File: src/rtl/hazard_ctrl_pkg.sv
// Shared definitions for the IF/ID/EX hazard controller.
// Provides register-file geometry, the controller FSM encoding and a helper
// that tests whether a source register is blocked by a pending load.
package hazard_ctrl_pkg;

    localparam int unsigned REG_ADDR_W = 5;
    localparam int unsigned REG_NUM    = 32;
    localparam int unsigned CNT_W      = 3;

    localparam logic [REG_ADDR_W-1:0] ZERO_REG = '0;

    typedef enum logic [1:0] {
        CTRL_RUN   = 2'd0,
        CTRL_STALL = 2'd1,
        CTRL_FLUSH = 2'd2
    } ctrl_state_e;

    // x0 never carries a pending load, whatever the vector holds.
    function automatic logic reg_pending(input logic [REG_NUM-1:0]    busy,
                                         input logic [REG_ADDR_W-1:0] addr);
        return busy[addr] && (addr != ZERO_REG);
    endfunction

endpackage

File: src/rtl/hazard_ctrl_if.sv
// Pipeline <-> hazard controller signal bundle.
// master: pipeline side (drives decode/EX/MEM status, receives control).
// slave : controller side (receives status, drives hold/bubble/flush/redirect
//         and the scoreboard view).
interface hazard_ctrl_if;
    import hazard_ctrl_pkg::*;

    logic                  id_instr_valid_in;
    logic [REG_ADDR_W-1:0] id_reg1_addr_in;
    logic [REG_ADDR_W-1:0] id_reg2_addr_in;
    logic                  id_wen_in;
    logic [REG_ADDR_W-1:0] id_write_addr_in;
    logic                  id_is_load_in;
    logic                  ex_jump_flag_in;
    logic [31:0]           ex_jump_addr_in;
    logic                  mem_load_done_in;
    logic [REG_ADDR_W-1:0] mem_load_rd_in;

    logic                  ctrl_hold_out;
    logic                  ctrl_bubble_out;
    logic                  ctrl_flush_out;
    logic                  ctrl_jump_flag_out;
    logic [31:0]           ctrl_jump_addr_out;
    logic [REG_NUM-1:0]    ctrl_busy_vec_out;
    logic [CNT_W-1:0]      ctrl_outstanding_out;

    modport master (
        output id_instr_valid_in, id_reg1_addr_in, id_reg2_addr_in, id_wen_in,
               id_write_addr_in, id_is_load_in, ex_jump_flag_in, ex_jump_addr_in,
               mem_load_done_in, mem_load_rd_in,
        input  ctrl_hold_out, ctrl_bubble_out, ctrl_flush_out, ctrl_jump_flag_out,
               ctrl_jump_addr_out, ctrl_busy_vec_out, ctrl_outstanding_out
    );

    modport slave (
        input  id_instr_valid_in, id_reg1_addr_in, id_reg2_addr_in, id_wen_in,
               id_write_addr_in, id_is_load_in, ex_jump_flag_in, ex_jump_addr_in,
               mem_load_done_in, mem_load_rd_in,
        output ctrl_hold_out, ctrl_bubble_out, ctrl_flush_out, ctrl_jump_flag_out,
               ctrl_jump_addr_out, ctrl_busy_vec_out, ctrl_outstanding_out
    );

endinterface

File: src/rtl/hazard_ctrl_load_scoreboard.sv
// Load scoreboard: one busy bit per architectural register plus a count of
// loads in flight.
//   clk, rst  : core clock, synchronous active-high reset
//   set_en    : mark set_addr busy at the next edge (a load issues)
//   clr_en    : clear clr_addr at the next edge (a load writeback completes)
//   busy_vec  : registered busy bits, bit 0 always 0
//   count     : registered number of in-flight loads
module load_scoreboard
    import hazard_ctrl_pkg::*;
(
    input  logic                  clk,
    input  logic                  rst,
    input  logic                  set_en,
    input  logic [REG_ADDR_W-1:0] set_addr,
    input  logic                  clr_en,
    input  logic [REG_ADDR_W-1:0] clr_addr,
    output logic [REG_NUM-1:0]    busy_vec,
    output logic [CNT_W-1:0]      count
);

    logic [REG_NUM-1:0] busy_q, busy_d;
    logic [CNT_W-1:0]   count_q, count_d;
    logic               clr_eff;

    // A completion with nothing in flight is spurious and dropped entirely.
    assign clr_eff = clr_en && (count_q != '0);

    always_comb begin
        busy_d = busy_q;
        if (clr_eff) busy_d[clr_addr] = 1'b0;
        // Set after clear so a same-register issue/complete keeps the bit.
        if (set_en)  busy_d[set_addr] = 1'b1;
        busy_d[0] = 1'b0;

        count_d = count_q;
        if (set_en && !clr_eff)      count_d = count_q + 3'd1;
        else if (!set_en && clr_eff) count_d = count_q - 3'd1;
    end

    always_ff @(posedge clk) begin
        if (rst) begin
            busy_q  <= '0;
            count_q <= '0;
        end else begin
            busy_q  <= busy_d;
            count_q <= count_d;
        end
    end

    assign busy_vec = busy_q;
    assign count    = count_q;

endmodule

File: src/rtl/hazard_ctrl.sv
// Front-end pipeline sequencing controller.
// Stalls decode on load-use and load-capacity hazards, and sequences a
// FLUSH_CYCLES-long flush (counted from the jump cycle) when EX redirects.
//   clk, rst : core clock, synchronous active-high reset
//   bus      : hazard_ctrl_if slave -- decode/EX/MEM status in, hold, bubble,
//              flush, PC redirect and scoreboard view out
module hazard_ctrl
    import hazard_ctrl_pkg::*;
#(
    parameter int unsigned MAX_OUTSTANDING = 2,
    parameter int unsigned FLUSH_CYCLES    = 2
) (
    input  logic         clk,
    input  logic         rst,
    hazard_ctrl_if.slave bus
);

    localparam logic [CNT_W-1:0] MAX_CNT      = CNT_W'(MAX_OUTSTANDING);
    localparam logic [2:0]       FLUSH_RELOAD = 3'(FLUSH_CYCLES - 1);

    ctrl_state_e        state_q, state_d;
    logic [2:0]         flush_cnt_q, flush_cnt_d;
    logic [REG_NUM-1:0] busy_vec;
    logic [CNT_W-1:0]   outstanding;
    logic               haz, cap, stall_req, issue;

    assign haz = bus.id_instr_valid_in &&
                 (reg_pending(busy_vec, bus.id_reg1_addr_in) ||
                  reg_pending(busy_vec, bus.id_reg2_addr_in));
    assign cap = bus.id_instr_valid_in && bus.id_is_load_in && (outstanding == MAX_CNT);
    assign stall_req = haz || cap;

    assign issue = bus.id_instr_valid_in && bus.id_is_load_in && bus.id_wen_in &&
                   (bus.id_write_addr_in != ZERO_REG) && !stall_req &&
                   (state_q != CTRL_FLUSH) && !bus.ex_jump_flag_in;

    load_scoreboard u_scoreboard (
        .clk      (clk),
        .rst      (rst),
        .set_en   (issue),
        .set_addr (bus.id_write_addr_in),
        .clr_en   (bus.mem_load_done_in),
        .clr_addr (bus.mem_load_rd_in),
        .busy_vec (busy_vec),
        .count    (outstanding)
    );

    always_ff @(posedge clk) begin
        if (rst) begin
            state_q     <= CTRL_RUN;
            flush_cnt_q <= '0;
        end else begin
            state_q     <= state_d;
            flush_cnt_q <= flush_cnt_d;
        end
    end

    // The jump cycle itself is the first flush cycle, so FLUSH holds for
    // FLUSH_CYCLES-1 further cycles; with FLUSH_CYCLES=1 it is skipped.
    always_comb begin
        state_d     = state_q;
        flush_cnt_d = flush_cnt_q;
        case (state_q)
            CTRL_RUN, CTRL_STALL: begin
                if (bus.ex_jump_flag_in) begin
                    state_d     = (FLUSH_RELOAD != 3'd0) ? CTRL_FLUSH : CTRL_RUN;
                    flush_cnt_d = FLUSH_RELOAD;
                end else if (stall_req) begin
                    state_d = CTRL_STALL;
                end else begin
                    state_d = CTRL_RUN;
                end
            end
            CTRL_FLUSH: begin
                if (bus.ex_jump_flag_in) begin
                    state_d     = (FLUSH_RELOAD != 3'd0) ? CTRL_FLUSH : CTRL_RUN;
                    flush_cnt_d = FLUSH_RELOAD;
                end else if (flush_cnt_q <= 3'd1) begin
                    state_d     = CTRL_RUN;
                    flush_cnt_d = '0;
                end else begin
                    flush_cnt_d = flush_cnt_q - 3'd1;
                end
            end
            default: begin
                state_d     = CTRL_RUN;
                flush_cnt_d = '0;
            end
        endcase
    end

    always_comb begin
        bus.ctrl_jump_flag_out   = bus.ex_jump_flag_in;
        bus.ctrl_jump_addr_out   = bus.ex_jump_flag_in ? bus.ex_jump_addr_in : 32'h0;
        bus.ctrl_flush_out       = bus.ex_jump_flag_in || (state_q == CTRL_FLUSH);
        bus.ctrl_hold_out        = stall_req && !bus.ctrl_flush_out;
        bus.ctrl_bubble_out      = stall_req && !bus.ctrl_flush_out;
        bus.ctrl_busy_vec_out    = busy_vec;
        bus.ctrl_outstanding_out = outstanding;
    end

endmodule

File: src/flat_wrapper.sv
// flat-port wrapper written by rule: the top's interface ports become plain ports
module hazard_ctrl_flat import hazard_ctrl_pkg::*;
#(
    parameter int unsigned MAX_OUTSTANDING = 2,
    parameter int unsigned FLUSH_CYCLES    = 2
)
  (clk, rst, bus_id_instr_valid_in, bus_id_reg1_addr_in, bus_id_reg2_addr_in, bus_id_wen_in, bus_id_write_addr_in, bus_id_is_load_in, bus_ex_jump_flag_in, bus_ex_jump_addr_in, bus_mem_load_done_in, bus_mem_load_rd_in, bus_ctrl_hold_out, bus_ctrl_bubble_out, bus_ctrl_flush_out, bus_ctrl_jump_flag_out, bus_ctrl_jump_addr_out, bus_ctrl_busy_vec_out, bus_ctrl_outstanding_out);
  hazard_ctrl_if bus_i ();
  input  logic clk;
  input  logic rst;
  input wire logic [$bits(bus_i.id_instr_valid_in)-1:0] bus_id_instr_valid_in;
  input wire logic [$bits(bus_i.id_reg1_addr_in)-1:0] bus_id_reg1_addr_in;
  input wire logic [$bits(bus_i.id_reg2_addr_in)-1:0] bus_id_reg2_addr_in;
  input wire logic [$bits(bus_i.id_wen_in)-1:0] bus_id_wen_in;
  input wire logic [$bits(bus_i.id_write_addr_in)-1:0] bus_id_write_addr_in;
  input wire logic [$bits(bus_i.id_is_load_in)-1:0] bus_id_is_load_in;
  input wire logic [$bits(bus_i.ex_jump_flag_in)-1:0] bus_ex_jump_flag_in;
  input wire logic [$bits(bus_i.ex_jump_addr_in)-1:0] bus_ex_jump_addr_in;
  input wire logic [$bits(bus_i.mem_load_done_in)-1:0] bus_mem_load_done_in;
  input wire logic [$bits(bus_i.mem_load_rd_in)-1:0] bus_mem_load_rd_in;
  output wire logic [$bits(bus_i.ctrl_hold_out)-1:0] bus_ctrl_hold_out;
  output wire logic [$bits(bus_i.ctrl_bubble_out)-1:0] bus_ctrl_bubble_out;
  output wire logic [$bits(bus_i.ctrl_flush_out)-1:0] bus_ctrl_flush_out;
  output wire logic [$bits(bus_i.ctrl_jump_flag_out)-1:0] bus_ctrl_jump_flag_out;
  output wire logic [$bits(bus_i.ctrl_jump_addr_out)-1:0] bus_ctrl_jump_addr_out;
  output wire logic [$bits(bus_i.ctrl_busy_vec_out)-1:0] bus_ctrl_busy_vec_out;
  output wire logic [$bits(bus_i.ctrl_outstanding_out)-1:0] bus_ctrl_outstanding_out;
  assign bus_i.id_instr_valid_in = bus_id_instr_valid_in;
  assign bus_i.id_reg1_addr_in = bus_id_reg1_addr_in;
  assign bus_i.id_reg2_addr_in = bus_id_reg2_addr_in;
  assign bus_i.id_wen_in = bus_id_wen_in;
  assign bus_i.id_write_addr_in = bus_id_write_addr_in;
  assign bus_i.id_is_load_in = bus_id_is_load_in;
  assign bus_i.ex_jump_flag_in = bus_ex_jump_flag_in;
  assign bus_i.ex_jump_addr_in = bus_ex_jump_addr_in;
  assign bus_i.mem_load_done_in = bus_mem_load_done_in;
  assign bus_i.mem_load_rd_in = bus_mem_load_rd_in;
  assign bus_ctrl_hold_out = bus_i.ctrl_hold_out;
  assign bus_ctrl_bubble_out = bus_i.ctrl_bubble_out;
  assign bus_ctrl_flush_out = bus_i.ctrl_flush_out;
  assign bus_ctrl_jump_flag_out = bus_i.ctrl_jump_flag_out;
  assign bus_ctrl_jump_addr_out = bus_i.ctrl_jump_addr_out;
  assign bus_ctrl_busy_vec_out = bus_i.ctrl_busy_vec_out;
  assign bus_ctrl_outstanding_out = bus_i.ctrl_outstanding_out;
  hazard_ctrl #(.MAX_OUTSTANDING(MAX_OUTSTANDING), .FLUSH_CYCLES(FLUSH_CYCLES)) u_core (.clk(clk), .rst(rst), .bus(bus_i));
endmodule
File: config.mk
export PLATFORM = sky130hd
export DESIGN_NAME = hazard_ctrl_flat
export DESIGN_NICKNAME = d
export VERILOG_FILES = /design/src/rtl/hazard_ctrl_pkg.sv /design/src/rtl/hazard_ctrl_if.sv /design/src/rtl/hazard_ctrl_load_scoreboard.sv /design/src/rtl/hazard_ctrl.sv /design/src/flat_wrapper.sv
export SDC_FILE = /design/constraint.sdc
export NUM_CORES = 1
export LEC_CHECK = 0
export BUFFER_PORTS_ARGS = -buffer_cell sky130_fd_sc_hd__buf_4
export CORE_ASPECT_RATIO = 1.75
export CORE_MARGIN = 4
export CORE_UTILIZATION = 36
export CTS_CLUSTER_DIAMETER = 100
export CTS_CLUSTER_SIZE = 20
export DETAILED_ROUTE_END_ITERATION = 8
export REMOVE_ABC_BUFFERS = 1
export SLEW_MARGIN = 30
export SYNTH_ARGS = -nofsm -noshare
export SYNTH_HDL_FRONTEND = slang
export SYNTH_SLANG_ARGS = --single-unit
File: constraint.sdc
create_clock -name clk -period 10.66 [get_ports clk]
set_clock_uncertainty 0.2 [all_clocks]
set_input_delay 0.533 -clock clk [delete_from_list [all_inputs] [get_ports clk]]
set_output_delay 0.533 -clock clk [all_outputs]
set_load 0.02 [all_outputs]
==> flow_metrics.env, run 1 <==
export IMPL_yosys_warnings=0
export IMPL_drive_gt1_frac=0.374
export IMPL_power_internal_uw=289
export IMPL_place_area_mm2=0.00380
export IMPL_multi_input_area_mm2=0.00190
export IMPL_syn_area_mm2=0.00286
export IMPL_drt_total_wl_um=10400
export IMPL_ys_async_sr_fraction=0
export IMPL_hpwl_um=7980
export IMPL_fin_area_mm2=0.00394
export IMPL_period_needed_ns=3.78
export IMPL_max_freq_ghz=0.265
export IMPL_chipWidth_um=75.4
export IMPL_crit_type="in -> reg"
export IMPL_drt_iter0_drc=107
export IMPL_chipHeight_um=126
export IMPL_gp_congestion=0.917
export IMPL_h_tree_depth=2
export IMPL_cts_tree="done"
export IMPL_p_total_uw=428
export IMPL_power_frac_seq=0.372
export IMPL_combPwrFrac=0.286
export IMPL_postCtsResizedCells=0
export IMPL_n_fill_cell=735
export IMPL_grt_pass1_vias=3022
export IMPL_switchingPower_uw=139
export IMPL_post_route_period_util=0.354
export IMPL_status="complete, no violations"
export IMPL_maxSlewHeadroom=0.528
export IMPL_grt_usage=0.220
export IMPL_core_area_mm2=0.00767
export IMPL_cts_hold_buf=0
export IMPL_firstDrtPassIters=4
export IMPL_drcViolationCount=0
export IMPL_placedCellCount=519
export IMPL_yosysSeqAreaShare=0.273
export IMPL_ios=130
export IMPL_synthFlopType="dfxtp_1"
export IMPL_critPathLaunchType="input pin"
export IMPL_clockPowerShare=0.342
export IMPL_yosysTopAreaCell="dfxtp_1"
export IMPL_dieArea_mm2=0.00950
export IMPL_regArea_um2=781
export IMPL_initial_core_util=0.373
export IMPL_post_synth_top_count_cell="dfxtp_1"
export IMPL_nets=501
export IMPL_drv_cap=0
export IMPL_ys_ff_latch=39
export IMPL_antenna_cells=0
export IMPL_finalHoldViolCount=0
export IMPL_peakVddDrop_uv=99.2
export IMPL_synthDistinctLibCells=43
export IMPL_path_clk_slew_ns=0.06
export IMPL_grt_overflow_total=0
export IMPL_viasPerCell=5.85
export IMPL_synth_edf_count=0
export IMPL_synth_cells_most_frequent="dfxtp_1, o21ai_0, nor2b_1"
export IMPL_port_buffers=128
export IMPL_rsz0062_at_grt="false"
export IMPL_drv_slew=0
export IMPL_cp_data_required_time_ns=10.68
export IMPL_numCtsBuffers=5
export IMPL_finalSetupTns_ns=0
export IMPL_synthCells=328
export IMPL_clk_path_buf_depth=2
export IMPL_num_vias=3084
export IMPL_clock_sinks=39
export IMPL_antenna_found_initial=0
export IMPL_finalSetupViolations=0
export IMPL_worstMarginPinSlew_ns=0.698
export IMPL_utilization=0.514
export IMPL_instances_no_fill=527
export IMPL_syn_avg_cell_area_um2=8.73
export IMPL_ant_nets=0
export IMPL_leakage_uw=0.00169
export IMPL_netlist_top_cells_area="dfxtp_1, nor2b_1, mux4_2"
export IMPL_grt_pass1_wl_um=15800
export IMPL_p_per_area_mw_per_mm2=109
export IMPL_postCtsSetupBuffers=0
export IMPL_synth_top_area_share=0.273
export IMPL_cp_end_kind="flop"
export IMPL_hold_path_class="in -> reg"
export IMPL_clk_insertion_delay_late_ns=0.29
export IMPL_root_buffer="clkbuf_16"
export IMPL_wl_per_cell_um=19.7
export IMPL_arrival_ns=3.80
export IMPL_critPathMaxFanout=32
export IMPL_sw_frac_of_total=0.324
export IMPL_grt_max_degree=44
export IMPL_area_growth_syn_to_layout_pct=37.6
export IMPL_rows=42
[kinds of logic after synthesis]
kind of cell | after synthesis | share of synthesized area
mux | 23 | 0.121
flops | 39 | 0.273
buf+inv | 36 | 0.0642
fa+ha+maj | 4 | 0.0201
simple gates | 134 | 0.273
compound gates | 89 | 0.242
other cells | 1 | 0.00131
xor+xnor | 2 | 0.00612
[per-layer routing]
metal | share of wire | wire [um] | vias up | track usage
met5 | 0 | 0 | - | 0
met4 | 0.057 | 592 | 0 | 0.135
met2 | 0.51 | 5270 | 175 | 0.384
met3 | 0.10 | 1080 | 34 | 0.0439
met1 | 0.33 | 3430 | 1443 | 0.230
li1 | - | - | 1432 | -
[layout make-up]
class	instances	area share
clock buffer	6	0.0327
clock inverter	2	0.00317
inverter	9	0.00857
multi-input combinational	253	0.482
sequential	39	0.198
tap	88	0.0279
timing repair buffer	130	0.248
[critical path, stage by stage]
cell,delay [ns]
buf_4,0.18
mux2_2,0.38
a2111oi_4,0.33
nor4_1,0.11
or4b_1,0.51
buf_4,0.27
nor3_1,0.23
ha_1,0.21
inv_1,0.06
fa_1,0.38
xor2_1,0.15
or3_1,0.30
a21oi_1,0.14
[flip-flops by register name, indices dropped and copies added (netlist names)]
register                      count
u_core.flush_cnt_q                3
u_core.state_q                    2
u_core.u_scoreboard.busy_vec     31
u_core.u_scoreboard.count         3
[power groups by stage]
stage / Combinational [uW] / Sequential, uW / Clock, uW
6_report: 122 / 159 / 146
5_1_grt: 134 / 161 / 157
4_1_cts: 123 / 160 / 150
3_5_place_dp: 123 / 163 / 0
2_1_floorplan: 57.0 / 166 / 0
3_3_place_gp: 121 / 162 / 0
[worst paths after layout]
kind,slack (ns),from,to,depth (start not counted)
max reg2reg,6.98,u_core.u_scoreboard.busy_vec[16]$_SDFF_PP0_,u_core.u_scoreboard.count[2]$_SDFFE_PP0P_,12
min,0.30,bus_id_instr_valid_in,u_core.state_q[0]$_SDFFE_PP0P_,3
min reg2reg,0.33,u_core.u_scoreboard.count[2]$_SDFFE_PP0P_,u_core.u_scoreboard.count[2]$_SDFFE_PP0P_,2
max,6.88,bus_id_reg1_addr_in[2],u_core.u_scoreboard.count[2]$_SDFFE_PP0P_,13
[stage by stage]
stage	setup slack, ns	hold slack (ns)
6_report	6.88	0.302
5_1_grt	6.66	0.322
4_1_cts	6.89	0.301
3_5_place_dp	6.58	0.334
3_3_place_gp	6.67	0.304
2_1_floorplan	6.68	0.278
[cells in the final DEF, fill, tap and decap left out, types with 5 or more instances in the layout]
cell       Yosys  routed
buf_4          4     130
dfxtp_1       39      39
o21ai_0       36      36
nor2b_1       34      34
and2_1        32      32
o41ai_1       21      21
nand2_1       17      17
nor2_1        11      11
mux2i_1       10      10
o41ai_2       10      10
mux4_2         9       9
inv_1          9       9
a21oi_1        8       8
nand2b_1       6       6
nand3b_1       6       6
nand3_1        6       6
nor3_1         6       6
o22ai_1        5       5
clkbuf_16      0       5
(Power assumes the default switching activity.)
==> run 2, diff against run 1 <==
--- a/config.mk
+++ b/config.mk
@@ -12,6 +12,7 @@
 export CTS_CLUSTER_DIAMETER = 100
 export CTS_CLUSTER_SIZE = 20
 export DETAILED_ROUTE_END_ITERATION = 8
+export PLACE_DENSITY = 0.66
 export REMOVE_ABC_BUFFERS = 1
 export SLEW_MARGIN = 30
 export SYNTH_ARGS = -nofsm -noshare
==> constraint.sdc (replaced) <==
create_clock -name clk -period 3.35 [get_ports clk]
set_clock_uncertainty 0.2 [all_clocks]
set_input_delay 0.1675 -clock clk [delete_from_list [all_inputs] [get_ports clk]]
set_output_delay 0.1675 -clock clk [all_outputs]
set_load 0.02 [all_outputs]
==> flow_metrics.env, run 2 (synthesis gave the netlist of run 1 again) <==
export IMPL_slowest_stage="or4b_4"
export IMPL_wl_per_cell_um=19.3
export IMPL_rsz0062_at_grt="true"
export IMPL_hpwl_um=8030
export IMPL_ios=130
export IMPL_hold_path_class="in -> reg"
export IMPL_place_area_mm2=0.00390
export IMPL_post_route_period_util=0.976
export IMPL_rr_endpoint="u_core.u_scoreboard.count[2]$_SDFFE_PP0P_"
export IMPL_grt_max_degree=44
export IMPL_fin_area_mm2=0.00407
export IMPL_nets=515
export IMPL_finalSetupViolations=0
export IMPL_hp_start="bus_id_is_load_in"
export IMPL_critPathLaunchType="flop"
export IMPL_drv_cap=0
export IMPL_p_per_area_mw_per_mm2=336
export IMPL_maxSlewHeadroom=0.567
export IMPL_cts_tree="done"
export IMPL_layout_common_cells="buf_4, o21ai_0, nor2b_1"
export IMPL_cp_cell_sequence="mux4_2 > mux2i_1 > o22ai_1 > or4b_4 > nor3_2 > ha_2 > inv_1 > fa_2 > xor2_1 > or3_1 > a21oi_1"
export IMPL_final_common_cell="buf_4"
export IMPL_critPathMaxFanout=4
export IMPL_r2r_start="u_core.u_scoreboard.busy_vec[23]$_SDFF_PP0_"
export IMPL_grt_pass1_wl_um=15800
export IMPL_clock_sinks=39
export IMPL_gp_congestion=0.897
export IMPL_crit_type="reg -> reg"
export IMPL_grt_pass1_vias=3092
export IMPL_chipHeight_um=126
export IMPL_peakVddDrop_uv=257
export IMPL_worstMarginPinSlew_ns=0.640
export IMPL_drv_slew=0
export IMPL_firstDrtPassIters=5
export IMPL_hold_end="u_core.state_q[0]$_SDFFE_PP0P_"
export IMPL_finalHoldViolCount=0
export IMPL_grt_overflow_total=0
export IMPL_clk_insertion_delay_late_ns=0.28
export IMPL_path_clk_slew_ns=0.06
export IMPL_rows=42
export IMPL_arrival_ns=3.28
export IMPL_drive_gt1_frac=0.413
export IMPL_root_buffer="clkbuf_16"
export IMPL_h_tree_depth=2
export IMPL_leakage_uw=0.00176
export IMPL_max_freq_ghz=0.306
export IMPL_fin_ws_ns=0.0812
export IMPL_viasPerCell=5.78
export IMPL_cp_data_required_time_ns=3.36
export IMPL_largest_register_ff_count=31
export IMPL_num_vias=3127
export IMPL_chipWidth_um=75.4
export IMPL_initial_core_util=0.373
export IMPL_dieArea_mm2=0.00950
export IMPL_core_area_mm2=0.00767
export IMPL_r2r_slack_ns=0.08
export IMPL_clk_path_buf_depth=2
export IMPL_met1_usage=0.237
export IMPL_antenna_cells=0
export IMPL_busiest_layer="met2"
export IMPL_dp_worst_setup_slack_ns=-0.0432
export IMPL_status="complete, no violations"
export IMPL_numCtsBuffers=5
export IMPL_slowest_delay_ns=0.56
export IMPL_drcViolationCount=0
export IMPL_ant_nets=0
export IMPL_drt_total_wl_um=10400
export IMPL_antenna_found_initial=0
export IMPL_grt_usage=0.216
export IMPL_grtUsageMet2=0.390
export IMPL_port_buffers=128
export IMPL_met3_usage=0.0359
export IMPL_drt_iter0_drc=148
export IMPL_hold_depth=3
export IMPL_cp_end_kind="flop"
export IMPL_r2r_cells=11
export IMPL_area_growth_syn_to_layout_pct=42.2
export IMPL_period_needed_ns=3.27
-- run 2: layout make-up --
cell class              count  area, um^2
flip-flops and latches     39         788
clock buffers               7         133
well taps                  88         110
repair buffers            144        1080
multi-input cells         253        1920
inverters                   9        33.8
clock inverters             1        5.00
fillers                   742        3600
-- run 2: metrics by stage --
step / cells / hold WS, ns / power, uW / utilization / setup TNS [ns]
5_1_grt: 541 / 0.0171 / 1440 / 0.531 / -0.0708
4_1_cts: 541 / 0.00399 / 1370 / 0.527 / 0
6_report: 541 / 0.00632 / 1370 / 0.531 / 0
3_3_place_gp: 532 / 0.239 / 911 / 0.508 / -0.00110
2_1_floorplan: 301 / 0.0366 / 710 / - / -0.575
3_5_place_dp: 532 / 0.247 / 915 / 0.508 / -0.0432
-- run 2: what timing repair did --
item,in CTS,in global routing
buffers inserted,0,0
gates resized for setup,0,12
setup endpoints to repair,0,1
hold buffers,1,0
endpoints found under the hold margin,1,0
-- run 2: critical path: cells and delay by family (launching register included) --
kind                     cells  cell delay, ns
flip-flops                   1            0.34
buffers and inverters        1            0.06
AO/OA/AOI/OAI                2            0.26
adder cells (fa/ha/maj)      2            0.53
AND/OR/NAND/NOR              3            1.03
XOR/XNOR                     1            0.15
multiplexers                 2            0.64
-- run 2: worst max path at each step --
stage	startpoint	end	cells after the start
6_report	u_core.u_scoreboard.busy_vec[23]$_SDFF_PP0_	u_core.u_scoreboard.count[2]$_SDFFE_PP0P_	11
5_1_grt	u_core.u_scoreboard.busy_vec[23]$_SDFF_PP0_	u_core.u_scoreboard.count[2]$_SDFFE_PP0P_	11
4_1_cts	u_core.u_scoreboard.busy_vec[2]$_SDFF_PP0_	u_core.u_scoreboard.count[2]$_SDFFE_PP0P_	11
3_5_place_dp	bus_id_reg1_addr_in[2]	u_core.u_scoreboard.count[2]$_SDFFE_PP0P_	12
3_3_place_gp	bus_id_reg1_addr_in[2]	u_core.u_scoreboard.count[2]$_SDFFE_PP0P_	12
2_1_floorplan	u_core.u_scoreboard.busy_vec[7]$_SDFF_PP0_	u_core.u_scoreboard.count[2]$_SDFFE_PP0P_	11
-- run 2: power breakdown --
group          leakage, uW  switching [uW]  internal [uW]
Sequential        0.000318            26.7            481
Clock            0.0000679             182            275
Combinational      0.00138             230            172
-- run 2: metal layers --
metal	up-vias	wire length [um]
met3	20	1040
met5	-	0
li1	1464	-
met4	0	311
met1	1468	3490
met2	175	5580
